[config.mk]
export PLATFORM = sky130hd
export DESIGN_NAME = nibble_serial_add_ctrl
export DESIGN_NICKNAME = d
export VERILOG_FILES = /design/src/rtl/nibble_serial_add_ctrl.sv
export SDC_FILE = /design/constraint.sdc
export NUM_CORES = 1
export LEC_CHECK = 0
export ABC_CLOCK_PERIOD_IN_PS = 2700
export BUFFER_PORTS_ARGS = -buffer_cell sky130_fd_sc_hd__buf_2
export CAP_MARGIN = 0
export CORE_UTILIZATION = 57
export CTS_CLUSTER_SIZE = 10
export DETAILED_ROUTE_END_ITERATION = 10
export GPL_ROUTABILITY_DRIVEN = 0
export PLACE_DENSITY = 0.84
export SLEW_MARGIN = 10
export SYNTH_ARGS = -nofsm -noshare
export SYNTH_HDL_FRONTEND = slang
export SYNTH_SLANG_ARGS = --single-unit
export TNS_END_PERCENT = 100
[constraint.sdc]
create_clock -name clk_i -period 2.7 [get_ports clk_i]
set_clock_uncertainty 0.2 [all_clocks]
set_input_delay 0.135 -clock clk_i [delete_from_list [all_inputs] [get_ports clk_i]]
set_output_delay 0.135 -clock clk_i [all_outputs]
set_load 0.02 [all_outputs]
[src/rtl/nibble_serial_add_ctrl.sv]
// Nibble-serial adder sequencer: drives an external 4-bit adder slice one nibble per clock.
// Optional accumulate mode (A loads from the previous sum) is enabled with NIBBLE_ACCUM_EN.
module nibble_serial_add_ctrl #(
  parameter int unsigned Width = 16
) (
  input  logic             clk_i,
  input  logic             reset_i,
  input  logic             start_i,
  input  logic             c_in_i,
  input  logic [Width-1:0] operand_a_i,
  input  logic [Width-1:0] operand_b_i,
`ifdef NIBBLE_ACCUM_EN
  input  logic             accum_i,
`endif
  output logic [3:0]       slice_a_o,
  output logic [3:0]       slice_b_o,
  output logic             slice_cin_o,
  input  logic [3:0]       slice_s_i,
  input  logic             slice_cout_i,
  output logic             busy_o,
  output logic             done_o,
  output logic [Width-1:0] sum_o,
  output logic             c_out_o,
  output logic             ovf_o
);

  localparam int unsigned Nib  = Width / 4;
  localparam int unsigned CntW = (Nib > 1) ? $clog2(Nib) : 1;
  localparam logic [CntW-1:0] LastCnt = CntW'(Nib - 1);

  typedef enum logic [1:0] {StIdle, StAdd, StDone} state_e;

  state_e           state_q, state_d;
  logic [CntW-1:0]  cnt_q, cnt_d;
  logic             carry_q, carry_d;
  logic [Width-1:0] a_sh_q, a_sh_d;
  logic [Width-1:0] b_sh_q, b_sh_d;
  logic [Width-1:0] sum_sh_q, sum_sh_d;
  logic             a_msb_q, a_msb_d;
  logic             b_msb_q, b_msb_d;
  logic [Width-1:0] sum_q, sum_d;
  logic             c_out_q, c_out_d;
  logic             ovf_q, ovf_d;

  logic [Width+3:0] sum_cat;
  logic [Width-1:0] load_a;

  assign sum_cat = {slice_s_i, sum_sh_q};

`ifdef NIBBLE_ACCUM_EN
  assign load_a = accum_i ? sum_q : operand_a_i;
`else
  assign load_a = operand_a_i;
`endif

  always_comb begin
    state_d     = state_q;
    cnt_d       = cnt_q;
    carry_d     = carry_q;
    a_sh_d      = a_sh_q;
    b_sh_d      = b_sh_q;
    sum_sh_d    = sum_sh_q;
    a_msb_d     = a_msb_q;
    b_msb_d     = b_msb_q;
    sum_d       = sum_q;
    c_out_d     = c_out_q;
    ovf_d       = ovf_q;
    slice_a_o   = 4'h0;
    slice_b_o   = 4'h0;
    slice_cin_o = 1'b0;
    busy_o      = 1'b0;
    done_o      = 1'b0;

    unique case (state_q)
      StIdle: begin
        if (start_i) begin
          a_sh_d  = load_a;
          b_sh_d  = operand_b_i;
          carry_d = c_in_i;
          cnt_d   = '0;
          a_msb_d = load_a[Width-1];
          b_msb_d = operand_b_i[Width-1];
          state_d = StAdd;
        end
      end
      StAdd: begin
        busy_o      = 1'b1;
        slice_a_o   = a_sh_q[3:0];
        slice_b_o   = b_sh_q[3:0];
        slice_cin_o = carry_q;
        a_sh_d      = a_sh_q >> 4;
        b_sh_d      = b_sh_q >> 4;
        sum_sh_d    = sum_cat[Width+3:4];
        carry_d     = slice_cout_i;
        cnt_d       = cnt_q + CntW'(1);
        if (cnt_q == LastCnt) begin
          // Final nibble: publish the fully assembled result in one step.
          state_d = StDone;
          sum_d   = sum_sh_d;
          c_out_d = slice_cout_i;
          ovf_d   = (a_msb_q == b_msb_q) && (sum_sh_d[Width-1] != a_msb_q);
        end
      end
      StDone: begin
        done_o  = 1'b1;
        state_d = StIdle;
      end
      default: state_d = StIdle;
    endcase
  end

  always_ff @(posedge clk_i) begin
    if (reset_i) begin
      state_q  <= StIdle;
      cnt_q    <= '0;
      carry_q  <= 1'b0;
      a_sh_q   <= '0;
      b_sh_q   <= '0;
      sum_sh_q <= '0;
      a_msb_q  <= 1'b0;
      b_msb_q  <= 1'b0;
      sum_q    <= '0;
      c_out_q  <= 1'b0;
      ovf_q    <= 1'b0;
    end else begin
      state_q  <= state_d;
      cnt_q    <= cnt_d;
      carry_q  <= carry_d;
      a_sh_q   <= a_sh_d;
      b_sh_q   <= b_sh_d;
      sum_sh_q <= sum_sh_d;
      a_msb_q  <= a_msb_d;
      b_msb_q  <= b_msb_d;
      sum_q    <= sum_d;
      c_out_q  <= c_out_d;
      ovf_q    <= ovf_d;
    end
  end

  assign sum_o   = sum_q;
  assign c_out_o = c_out_q;
  assign ovf_o   = ovf_q;

endmodule

**Word level (Yosys, flattened, before mapping)**

Cells that the tools add are included.
Widths: inputs -> output; s select.

- Flip-flop bits (word level): 73
- Latch bits: 0
- Bits in writable memories: 0
- ROM bits: 0
- Bits of input ports: 41
- Output and inout port bits: 29
- Logic and storage cells: 42
- Memories: 0

- Add/sub/neg operators: 1
- $mul: 0
- Div/mod/pow operators: 0
- Order comparisons: 0
- Eq/ne operators: 7
- Shift-type cells: 0
- Muxes and demuxes: 16
- Bitwise gates (word level): 0
- Reduce and logical (&&, ||, !) cells: 7

Operators by type and width:

| cell | count |
|---|---|
| $pmux 16 s2 | 2 |
| $mux 16 | 2 |
| $mux 4 | 2 |
| $pmux 2 s2 | 2 |
| $reduce_and 2->1 | 4 |
| $mux 2 | 3 |
| $eq 2x2->1 const B | 2 |
| $mux 1 | 4 |
| $ne 2x2->1 const B | 2 |
| $add 2x1->2 const B | 1 |
| $eq 2x1->1 const B | 1 |
| $logic_not 2->1 | 1 |
| $pmux 1 s2 | 1 |
| $reduce_bool 2->1 | 1 |
| $eq 1x1->1 | 1 |
| $logic_and 1x1->1 | 1 |
| $ne 1x1->1 | 1 |

**Logic depth before layout (Yosys ltp)**

- Depth in word-level cells: 3
- Depth in mapped cells: 6
- Depth with buffers taken out: 4

**Worst setup path before layout**

Ideal clock, no wire load.

- Path kind: register to output
- Start point: register state_q[1]
- End point: output slice_a_o[0]
- Arrival: 1.109 ns
- Required time: 2.365 ns
- Setup slack: 1.256 ns
- Cell stages (with the launch flop): 5
- Cells stage by stage: dfxtp_1 nand2b_4 inv_1 buf_2 and2_1

- Word-level cells in the longest chain between the ends: 2

RTL lines:

| item | RTL line | text |
|---|---|---|
| start: declaration | 33 | `state_e state_q, state_d;` |
| start signal: assignment | 114 | `state_q <= StIdle;` |
| start signal: assignment | 126 | `state_q <= state_d;` |
| $eq 2x1->1 | 74 | `unique case (state_q)` |
| $mux 4 | 74 |  |
| end: declaration | 15 | `output logic [3:0] slice_a_o,` |

Every way passes these cells.

**Worst setup path in the final report**

Same ends and word-level chain as after synthesis.

==> flow_summary.toml <==
[logic_synthesis]
synth_flop_cell = "dfxtp_1"
seq_area_frac_synth = 0.462
ys_types = 30
yosysTopAreaCell = "dfxtp_1"
synth_area_um2 = 2990
syn-num-nets = 350
ys_ff_latch = 69
yosysTopAreaCellShare = 0.462
synth_warnings = 0
synth_area_leaders = "dfxtp_1 46%, a211oi_2 10%, mux2i_1 8.7%"
synth_edf_count = 0
synth_cells = 308
syn_area_per_cell_um2 = 9.71
ys_async_sr_fraction = 0

[sta]
post-route-min-period_ps = 2280
hold_viol = 0
tns_ps = 0
worst_pin_slew_ps = 851
rsz0062_at_grt = "false"
finalMaxSlewViolations = 0
period_share = 0.844
relSlewSlack = 0.433
fmax_mhz = 439
setup_viol = 0

[floorplanning]
initial_core_util = 0.613
die_h_um = 74.4
num_rows = 25
io_pins = 70
dieArea_um2 = 5540
die_w_um = 74.4
placeableCoreArea_um2 = 4880

[min_path]
hp-class = "primary input to flop"
hold_start = "operand_a_i[1]"

[global_route]
grt_pass1_vias = 2248
track_usage = 0.249
grt_overflow_total = 0
antenna_found_initial = 0
grt_pass1_wl_um = 10300
grt_max_degree = 70

[outcome]
status = "complete, no violations"

[setup_path]
cp_data_arrival_time_ps = 1940
critPathMaxFanout = 24
critPathLaunchType = "flop"
path_buf_inv = 2
critical_path.top_delay_family = "buffers and inverters"
crit_start = "state_q[1]$_SDFFE_PP0P_"
worstReg2RegStart = "state_q[1]$_SDFFE_PP0P_"
max_stage_delay_ps = 550
worstSetupPathType = "flop to primary output"
worst_path_max_delay_cell = "inv_1"
critical_path_required_ps = 2370
end_kind = "primary output"
path_cells = "nand2b_4 -> inv_1 -> and2_1 -> buf_2"

[final_layout]
syn2layout_area_growth_pct = 27.9
fin_util = 0.784
antenna_cells = 0
drive_above_1_share = 0.328
mostFrequentLayoutCell = "buf_2"
final_cell_mix = "69 x buf_2, 68 x dfxtp_1, 65 x nand2_1"
fillCellCount = 337
nNetsFinal = 445

[clocking]
clk_latency_ps = 330
root_buffer = "clkbuf_8"
clk_pin_slew_ps = 70
htreeDepth = 3
cts.sinks = 69
cts_buffer_depth = 2
cts-buffers-inserted = 9
cts_setup_buffers = 0
cts_tree = "built"

[job]
cap_viol_max_count = 0

[route]
viasPerCell = 5.14
wl_per_cell_um = 13.5
vias = 2442
drtPass1Iterations = 5
detail-route-antenna-nets = 0
post-route-drc-count = 0
drt-total-wl_um = 6400
drt_iter0_drc = 119

[power_and_ir_drop]
total_power_mw = 2.36
ir_drop_v = 0.000445
power.leakage_nw = 1.57
powerDensity_nw_per_um2 = 617

[placed_design]
dp_hpwl_um = 3660
port_buffers = 69
kinds of logic after synthesis:
group | count (synthesis) | synth area share
AND/OR/NAND/NOR | 118 | 0.187
AO/OA/AOI/OAI | 69 | 0.190
flip-flops | 69 | 0.462
multiplexers | 26 | 0.0870
buffers and inverters | 25 | 0.0690
adder cells (fa/ha/maj) | 1 | 0.00418
cell type report:
class                           count  area (um2)  area share
Clock buffer                       12         155      0.0405
Clock inverter                      4        70.1      0.0183
Inverter                            1        3.75    0.000981
Multi-Input combinational cell    214        1400       0.367
Sequential cell                    69        1380       0.361
Tap cell                           67        83.8      0.0219
Timing Repair Buffer              108         728       0.190
worst min-delay path, cell delays in order:
cell,delay [ps]
buf_2,100
mux2i_1,170
a211oi_2,90
layer usage:
| metal | vias to the layer above | track usage | part of all wire |
|---|---|---|---|
| met5 | - | 0 | 0 |
| met4 | 0 | 0.130 | 0.024 |
| met3 | 16 | 0.0664 | 0.047 |
| met2 | 69 | 0.396 | 0.47 |
| met1 | 1113 | 0.310 | 0.46 |
| li1 | 1244 | - | - |
power by group:
part	total [mW]	internal (mW)	switching (mW)
Sequential	1.11	1.07	0.0343
Clock	0.938	0.568	0.370
Combinational	0.317	0.150	0.167
Total	2.36	1.79	0.571
flip-flops by register name, summed over array words and instances, names as in the netlist:
register and count:
sum_o 16, c_out_o 1, ovf_o 1, a_sh_q 16, b_sh_q 16, a_msb_q 1, b_msb_q 1, state_q 2
sum_sh_q 12, cnt_q 2, carry_q 1
worst paths after layout:
| kind | cells past startpoint | to | slack [ps] |
|---|---|---|---|
| max | 4 | slice_a_o[0] | 420 |
| min | 3 | a_sh_q[1]$_SDFFE_PP0P_ | 10 |
| max reg2reg | 3 | b_sh_q[11]$_SDFFE_PP0P_ | 760 |
| min reg2reg | 2 | sum_o[1]$_SDFFE_PP0P_ | 250 |
per-stage QoR:
stage	area, um2	setup slack (ps)	hold WS (ps)	std cells
global placement	3240	906	187	423
finish	3830	421	12.0	475
detailed placement	3240	856	197	423
CTS	3830	486	10.8	475
global route	3830	304	8.80	475
floorplan	2990	1260	71.0	308
cell usage after synthesis (2+ instances only):
| cell | instances |
|---|---|
| buf_2 | 5 |
| mux2i_1 | 26 |
| nor2b_1 | 2 |
| nor2_2 | 15 |
| buf_4 | 2 |
| and2_1 | 9 |
| buf_8 | 2 |
| nor2_1 | 19 |
| a21oi_1 | 34 |
| dfxtp_1 | 69 |
| buf_6 | 8 |
| nand2_1 | 65 |
| a22oi_1 | 6 |
| clkbuf_1 | 6 |
| a211oi_2 | 25 |
what timing repair did:
| action | in CTS | in global routing |
|---|---|---|
| hold endpoints to repair | 43 | 0 |
| hold buffers | 36 | 0 |
| resized for setup | 0 | 0 |
Power figures use the tool's default switching activity.
